File: src/rtl/bsg_dff_pipe_pkg.sv
// rtl/bsg_dff_pipe_pkg.sv - shared constants and count-width helper for the reset pipe
package bsg_dff_pipe_pkg;

    // Default payload width and stage count for bsg_dff_pipe_reset
    localparam int default_width_lp = 3;
    localparam int default_depth_lp = 2;

    // Bits needed to hold an occupancy count from 0 to depth inclusive
    function automatic int count_width(input int depth);
        return $clog2(depth + 1);
    endfunction

endpackage

File: src/rtl/bsg_dff_pipe_reset_stage.sv
// rtl/bsg_dff_pipe_reset_stage.sv - one valid+data pipe register with async reset, load and clear
module bsg_dff_pipe_reset_stage #(
    parameter int                 width_p     = 3,
    parameter logic [width_p-1:0] reset_val_p = '0
) (
    input  logic               clk_i,
    input  logic               reset_i,
    input  logic               clear_i,
    input  logic               en_i,
    input  logic               v_i,
    input  logic [width_p-1:0] data_i,
    output logic               v_o,
    output logic [width_p-1:0] data_o
);

    logic               v_q;
    logic               v_d;
    logic [width_p-1:0] data_q;
    logic [width_p-1:0] data_d;

    // Next state: clear drops valid only; a load takes the upstream valid and
    // only overwrites the data bits when that upstream item is real
    always_comb begin
        v_d    = v_q;
        data_d = data_q;
        if (clear_i) begin
            v_d = 1'b0;
        end else if (en_i) begin
            v_d = v_i;
            if (v_i) begin
                data_d = data_i;
            end
        end
    end

    // Stage register; reset acts immediately, independent of the clock
    always_ff @(posedge clk_i or posedge reset_i) begin
        if (reset_i) begin
            v_q    <= 1'b0;
            data_q <= reset_val_p;
        end else begin
            v_q    <= v_d;
            data_q <= data_d;
        end
    end

    assign v_o    = v_q;
    assign data_o = data_q;

endmodule

File: src/rtl/bsg_dff_pipe_reset.sv
// rtl/bsg_dff_pipe_reset.sv - bubble-collapsing valid/ready register pipe; BSG_DFF_PIPE_RESET_COUNT_EN adds count_o
module bsg_dff_pipe_reset
    import bsg_dff_pipe_pkg::*;
#(
    parameter int                 width_p     = default_width_lp,
    parameter int                 depth_p     = default_depth_lp,
    parameter logic [width_p-1:0] reset_val_p = '0
) (
    input  logic                              clk_i,
    input  logic                              reset_i,
    input  logic                              clear_i,
    input  logic                              v_i,
    input  logic [width_p-1:0]                data_i,
    output logic                              ready_o,
    input  logic                              yumi_i,
`ifdef BSG_DFF_PIPE_RESET_COUNT_EN
    output logic [count_width(depth_p)-1:0]   count_o,
`endif
    output logic                              v_o,
    output logic [width_p-1:0]                data_o
);

    logic [depth_p-1:0] stage_v;
    logic [depth_p-1:0] stage_en;
    logic [depth_p-1:0] fill_v;
    logic [width_p-1:0] stage_data [depth_p];
    logic [width_p-1:0] fill_data  [depth_p];

    // A stage can take new contents when the output is being consumed or some
    // stage at or beyond it is empty; that hole lets everything behind it shift
    // forward by one, which is what collapses bubbles.
    for (genvar k = 0; k < depth_p; k++) begin : g_stage
        assign stage_en[k] = yumi_i | ~(&stage_v[depth_p-1:k]);

        if (k == 0) begin : g_head
            assign fill_v[k]    = v_i;
            assign fill_data[k] = data_i;
        end else begin : g_body
            assign fill_v[k]    = stage_v[k-1];
            assign fill_data[k] = stage_data[k-1];
        end

        bsg_dff_pipe_reset_stage #(
            .width_p    (width_p),
            .reset_val_p(reset_val_p)
        ) u_stage (
            .clk_i  (clk_i),
            .reset_i(reset_i),
            .clear_i(clear_i),
            .en_i   (stage_en[k]),
            .v_i    (fill_v[k]),
            .data_i (fill_data[k]),
            .v_o    (stage_v[k]),
            .data_o (stage_data[k])
        );
    end

    // The head loads whenever it can take contents, so that is also the accept
    // condition; held low during reset so nothing is offered as accepted then.
    assign ready_o = stage_en[0] & ~reset_i;

    assign v_o    = stage_v[depth_p-1];
    assign data_o = stage_data[depth_p-1];

`ifdef BSG_DFF_PIPE_RESET_COUNT_EN
    localparam int count_w_lp = count_width(depth_p);

    logic [count_w_lp-1:0] count_q;
    logic [count_w_lp-1:0] count_d;

    // Occupancy after this edge: sum of each stage's next valid bit
    always_comb begin
        count_d = '0;
        if (!clear_i) begin
            for (int k = 0; k < depth_p; k++) begin
                if (stage_en[k] ? fill_v[k] : stage_v[k]) begin
                    count_d = count_d + count_w_lp'(1);
                end
            end
        end
    end

    // Occupancy register, tracking the stage valid bits edge for edge
    always_ff @(posedge clk_i or posedge reset_i) begin
        if (reset_i) begin
            count_q <= '0;
        end else begin
            count_q <= count_d;
        end
    end

    assign count_o = count_q;
`endif

endmodule

File: config.mk
export PLATFORM = sky130hd
export DESIGN_NAME = bsg_dff_pipe_reset
export DESIGN_NICKNAME = d
export VERILOG_FILES = /design/src/rtl/bsg_dff_pipe_pkg.sv /design/src/rtl/bsg_dff_pipe_reset_stage.sv /design/src/rtl/bsg_dff_pipe_reset.sv
export SDC_FILE = /design/constraint.sdc
export NUM_CORES = 1
export LEC_CHECK = 0
export CAP_MARGIN = 20
export CORE_MARGIN = 5
export CORE_UTILIZATION = 30
export CTS_CLUSTER_DIAMETER = 200
export CTS_CLUSTER_SIZE = 8
export DETAILED_ROUTE_END_ITERATION = 16
export PLACE_DENSITY = 0.65
export SLEW_MARGIN = 10
export SYNTH_ARGS = -nofsm -noshare
export SYNTH_HDL_FRONTEND = slang
export SYNTH_HIERARCHICAL = 1
export SYNTH_SLANG_ARGS = --single-unit
File: constraint.sdc
create_clock -name clk_i -period 1.25 [get_ports clk_i]
set_clock_uncertainty 0.05 [all_clocks]
set_input_delay 0.125 -clock clk_i [delete_from_list [all_inputs] [get_ports clk_i]]
set_output_delay 0.125 -clock clk_i [all_outputs]
set_load 0.03 [all_outputs]
# Word level (Yosys, flattened, before mapping)
# Index checks and enable logic that the tools add are counted.
dict set report word_totals {
  in_bits 8
  regBits 8
  wordCells 20
  out_inout_bits 5
}
dict set report classes {
  n_reduce_logical 5
  mux 4
  n_bitwise 7
}
# op count
set ops {}
lappend ops {{$reduce_and A3 Y1} 2}
lappend ops {{$mux W1} 4}
lappend ops {{$not A1 Y1} 4}
lappend ops {{$reduce_bool A2 Y1} 2}
lappend ops {{$or A1 B1 Y1} 2}
lappend ops {{$reduce_and A2 Y1} 1}
lappend ops {{$and A1 B1 Y1} 1}

# Logic depth before layout (Yosys ltp)
dict set report depth {
  ltp_word 5
  ltp_mapped 3
  depth_no_buf 3
}

# By module
# The synthesis kept the hierarchy.
# module n_inst seq_area_each_um2 area_each_um2 cells_per_inst
set by_module_without_submodules {}
lappend by_module_without_submodules {bsg_dff_pipe_reset_stage 2 100.1 182.7 11}
lappend by_module_without_submodules {bsg_dff_pipe_reset 1 0.0 40.0 3}

# Worst setup path after synthesis
# Ideal clock, no wire load.
dict set report synth_path {
  path_kind {reg2reg}
  from {register g_stage[1].u_stage.v_q}
  to {register g_stage[1].u_stage.data_q[0]}
  arrival_time_ns 1.160
  setup_time_ns 0.125
  path_stages_with_launch 4
  t_required_ns 1.075
  n_path_buf 0
  path_slack_ns -0.085
  synth_period_minus_slack_ns 1.335
  cell_sequence {dfrtp_1 > nand2b_1 > nand3b_4 > mux2_4}
}
dict set report synth_via {
  elab_chain_len 3
}
# item line_no
set synth_lines {}
lappend synth_lines {{from (decl)} bsg_dff_pipe_reset_stage.sv:16} ;# logic v_q;
lappend synth_lines {{from (signal assigned)} bsg_dff_pipe_reset_stage.sv:42} ;# v_q <= v_d;
lappend synth_lines {{$not A1 Y1} bsg_dff_pipe_reset.sv:33} ;# assign stage_en[k] = yumi_i | ~(&stage_v[depth_p-1:k]);
lappend synth_lines {{$or A1 B1 Y1} bsg_dff_pipe_reset.sv:33}
lappend synth_lines {{named net stage_en[1]} bsg_dff_pipe_reset.sv:24} ;# logic [depth_p-1:0] stage_en;
lappend synth_lines {{$reduce_and A3 Y1 (no line)} --}
lappend synth_lines {{to (signal assigned)} bsg_dff_pipe_reset_stage.sv:40} ;# data_q <= reset_val_p;
lappend synth_lines {{to (signal assigned)} bsg_dff_pipe_reset_stage.sv:43} ;# data_q <= data_d;
lappend synth_lines {{to (decl)} bsg_dff_pipe_reset_stage.sv:18} ;# logic [width_p-1:0] data_q;
# The timed path passes the listed nets, and every way through them passes these cells.
# A chain may end at the register's enable or synchronous reset.

# Final worst setup path
dict set report layout_path {
  from {register g_stage[1].u_stage.v_q}
  to {output port ready_o}
}
dict set report layout_via {
  elab_chain_len 4
}
# item line_no
set layout_lines {}
lappend layout_lines {{$reduce_and A2 Y1} bsg_dff_pipe_reset.sv:33}
lappend layout_lines {{$not A1 Y1} bsg_dff_pipe_reset.sv:33}
lappend layout_lines {{$or A1 B1 Y1} bsg_dff_pipe_reset.sv:33}
lappend layout_lines {{named net stage_en[0]} bsg_dff_pipe_reset.sv:24}
lappend layout_lines {{$and A1 B1 Y1} bsg_dff_pipe_reset.sv:60} ;# assign ready_o = stage_en[0] & ~reset_i;
lappend layout_lines {{to (decl)} bsg_dff_pipe_reset.sv:14} ;# output logic ready_o,
# The timed path passes the listed nets, and every way through them passes these cells.

==> results.toml <==
[clock_tree]
cts_hold_buf = 0
cts_max_level = 1
clockRootBuffer = "clkbuf_4"
cts_max_path_buffers = 2
clkSlewWorstSetupHoldPaths_ns = 0.06
clk_latency_ns = 0.26
cts_buffers = 3
cts.sinks = 8
tritoncts = "built"

[logic_synthesis]
synth_cells = 25
synth.area.mux_share_pct = 27.16
synth_area_um2 = 405.4
yosys_register_bits = 8
synth_nets = 33
ys_types = 8
avgSynthCellArea_um2 = 16.22
yosys.area_share.adder_pct = 0
synth_xor_area_share_pct = 0
yosysSeqAreaShare_pct = 49.38
synth_compound_area_share_pct = 0
synth-simple-area-share_pct = 21.60
synth_top_family_by_area = "multiplexers"
yosys_warnings = 6

[die]
fp.dieW_um = 46.76
core_area_um2 = 1285
ios = 13
die_h_um = 46.76
initial_core_util_pct = 31.55
rows = 13
die_area_um2 = 2187

[power_and_ir_drop]
ir_drop_v = 0.0005288
switching_share_pct = 29.89
p_sw_mw = 0.2388
sequentialPowerShare_pct = 42.0
p_int_mw = 0.5602
leakagePower_nw = 0.3366
pwr-share-clk_pct = 27.4
power_frac_comb_pct = 30.6
powerDensity_nw_per_um2 = 1306

[layout]
final.fill_count = 115
antenna_cells = 0
final_nets = 54
layout-drive-gt1-share_pct = 46.67
final_common_cell = "clkdlybuf4s50_1"
fin_util_pct = 47.61
layout_common_cells = "7 x clkdlybuf4s50_1, 6 x mux2_4, 6 x dfrtp_1, 4 x buf_4"
area_delta_synth_final_pct = 50.93

[routing]
drc = 0
wirelength_um = 821
first_pass_iters = 4
drtIter0Drc = 5
ant_nets = 0
vias = 266
viasPerCell = 4.433
wl_per_cell_um = 13.68

[timing]
rsz0062_at_grt = "true"
slew_headroom_pct = 80.04
hold_ws_ns = 0.1069
post-route-period-util_pct = 99.30
hold_viol = 0
setup_violations = 0
period_minus_slack_ns = 1.241
fmax_mhz = 805.6
timing.final.max_slew_violations = 0
worst_pin_slew_ns = 0.3006
setup_tns_ns = 0

[worst_setup_path]
cp-end-kind = "output pin"
cp_slowest_stage_delay_ns = 0.43
cp_slowest_cell = "dfrtp_2"
cp_cell_sequence = "nand3b_4, nor2b_4, buf_6"
critPathRequiredTime_ns = 1.08
crit_fanout = 3
cp.arrival_ns = 1.07
worstSetupStartpointType = "register"
critPathKind = "register to output pin"

[placement]
place.gp.congestion = 0.7091
dp_hpwl_um = 575.5
portBuffers = 12

[global_route]
antenna_found_initial = 0
grt_pass1_wl_mm = 1.359
grt_use_total_pct = 9.606
overflow = 0
grt_max_degree = 6
grt_pass1_vias = 316

[flow_run]
cap_violations = 0

[hold_path]
hold_class = "primary input to asynchronous set/reset pin"

[run_status]
status = "complete, no violations"
==> cell usage after synthesis <==
| library cell | count | area [um2] |
|---|---|---|
| mux2i_1 | 2 | 20.02 |
| nor2b_4 | 1 | 13.76 |
| nand3b_4 | 3 | 60.06 |
| nor2_1 | 2 | 7.510 |
| inv_1 | 2 | 7.510 |
| dfrtp_1 | 8 | 200.2 |
| nand2b_1 | 1 | 6.260 |
| mux2_4 | 6 | 90.09 |
==> state kept, by name, indices dropped and copies added (netlist names) <==
signal	count
g_stage.u_stage/data_o	6
g_stage.u_stage/v_o	2
==> cell families (layout without fill, tap and decap cells) <==
| group | Yosys count | in the layout |
|---|---|---|
| buffers and inverters | 2 | 22 |
| DFF | 8 | 8 |
| muxes | 8 | 8 |
| and+or+nand+nor | 7 | 7 |
==> critical path, delay by kind of cell, from the launching register on <==
kind          cells  cell delay [ns]
flops             1             0.43
simple gates      2             0.24
buf+inv           1             0.13
==> power by group through the flow <==
stage               clock (mW)  sequential (mW)  combinational, mW
floorplan                    0            0.398             0.0938
global placement             0            0.341              0.253
detailed placement           0            0.343              0.254
CTS                      0.228            0.335              0.244
global route             0.246            0.343              0.262
finish                   0.219            0.335              0.244
==> stage by stage <==
step | instances | total power, mW | setup slack (ns) | cell area [um2]
after floorplan | 25 | 0.4919 | 0.01317 | 406.6
after detailed placement | 52 | 0.5963 | -0.1578 | 540.5
after CTS | 59 | 0.8075 | 0.008096 | 603.1
after global routing | 60 | 0.8500 | -0.04492 | 611.8
final | 60 | 0.7990 | 0.008688 | 611.8
after global placement | 52 | 0.5935 | -0.1236 | 540.5
==> layer usage <==
metal  wire length (um)  vias to the layer above  track usage [%]
met5                  0                        -                0
met4                 21                        0            6.630
met3                 44                        2            3.448
met2                463                        6            17.89
met1                291                      134            8.353
li1                   -                      124                -
==> path summary, 6_finish.rpt <==
| kind | start | end | slack, ns | cells past startpoint |
|---|---|---|---|---|
| min reg2reg | g_stage[1].u_stage/data_o[2]$_DFFE_PP0P_ | g_stage[1].u_stage/data_o[2]$_DFFE_PP0P_ | 0.46 | 1 |
| max reg2reg | g_stage[1].u_stage/v_o$_DFFE_PP0P_ | g_stage[0].u_stage/data_o[2]$_DFFE_PP0P_ | 0.03 | 4 |
| max in group asynchronous | reset_i | g_stage[1].u_stage/v_o$_DFFE_PP0P_ | 0.88 | 2 |
| min in group clk_i | data_i[1] | g_stage[0].u_stage/data_o[1]$_DFFE_PP0P_ | 0.44 | 2 |
| min | reset_i | g_stage[0].u_stage/data_o[1]$_DFFE_PP0P_ | 0.11 | 2 |
| max | g_stage[1].u_stage/v_o$_DFFE_PP0P_ | ready_o | 0.009 | 3 |
==> repair_timing <==
| action | CTS | global route |
|---|---|---|
| setup buffers | 3 | 1 |
| resized for setup | 5 | 1 |
| setup endpoints to repair | 4 | 5 |
==> cell type report <==
cell class / count / area, um2 / share of cell area (%)
flip-flops and latches: 8 / 202.7 / 33.13
multi-input cells: 15 / 197.7 / 32.31
repair buffers: 16 / 158.9 / 25.97
clock buffers: 4 / 26.28 / 4.294
well taps: 15 / 18.77 / 3.067
inverters: 2 / 7.507 / 1.227
Note: power is estimated with default switching activity, not from simulation.
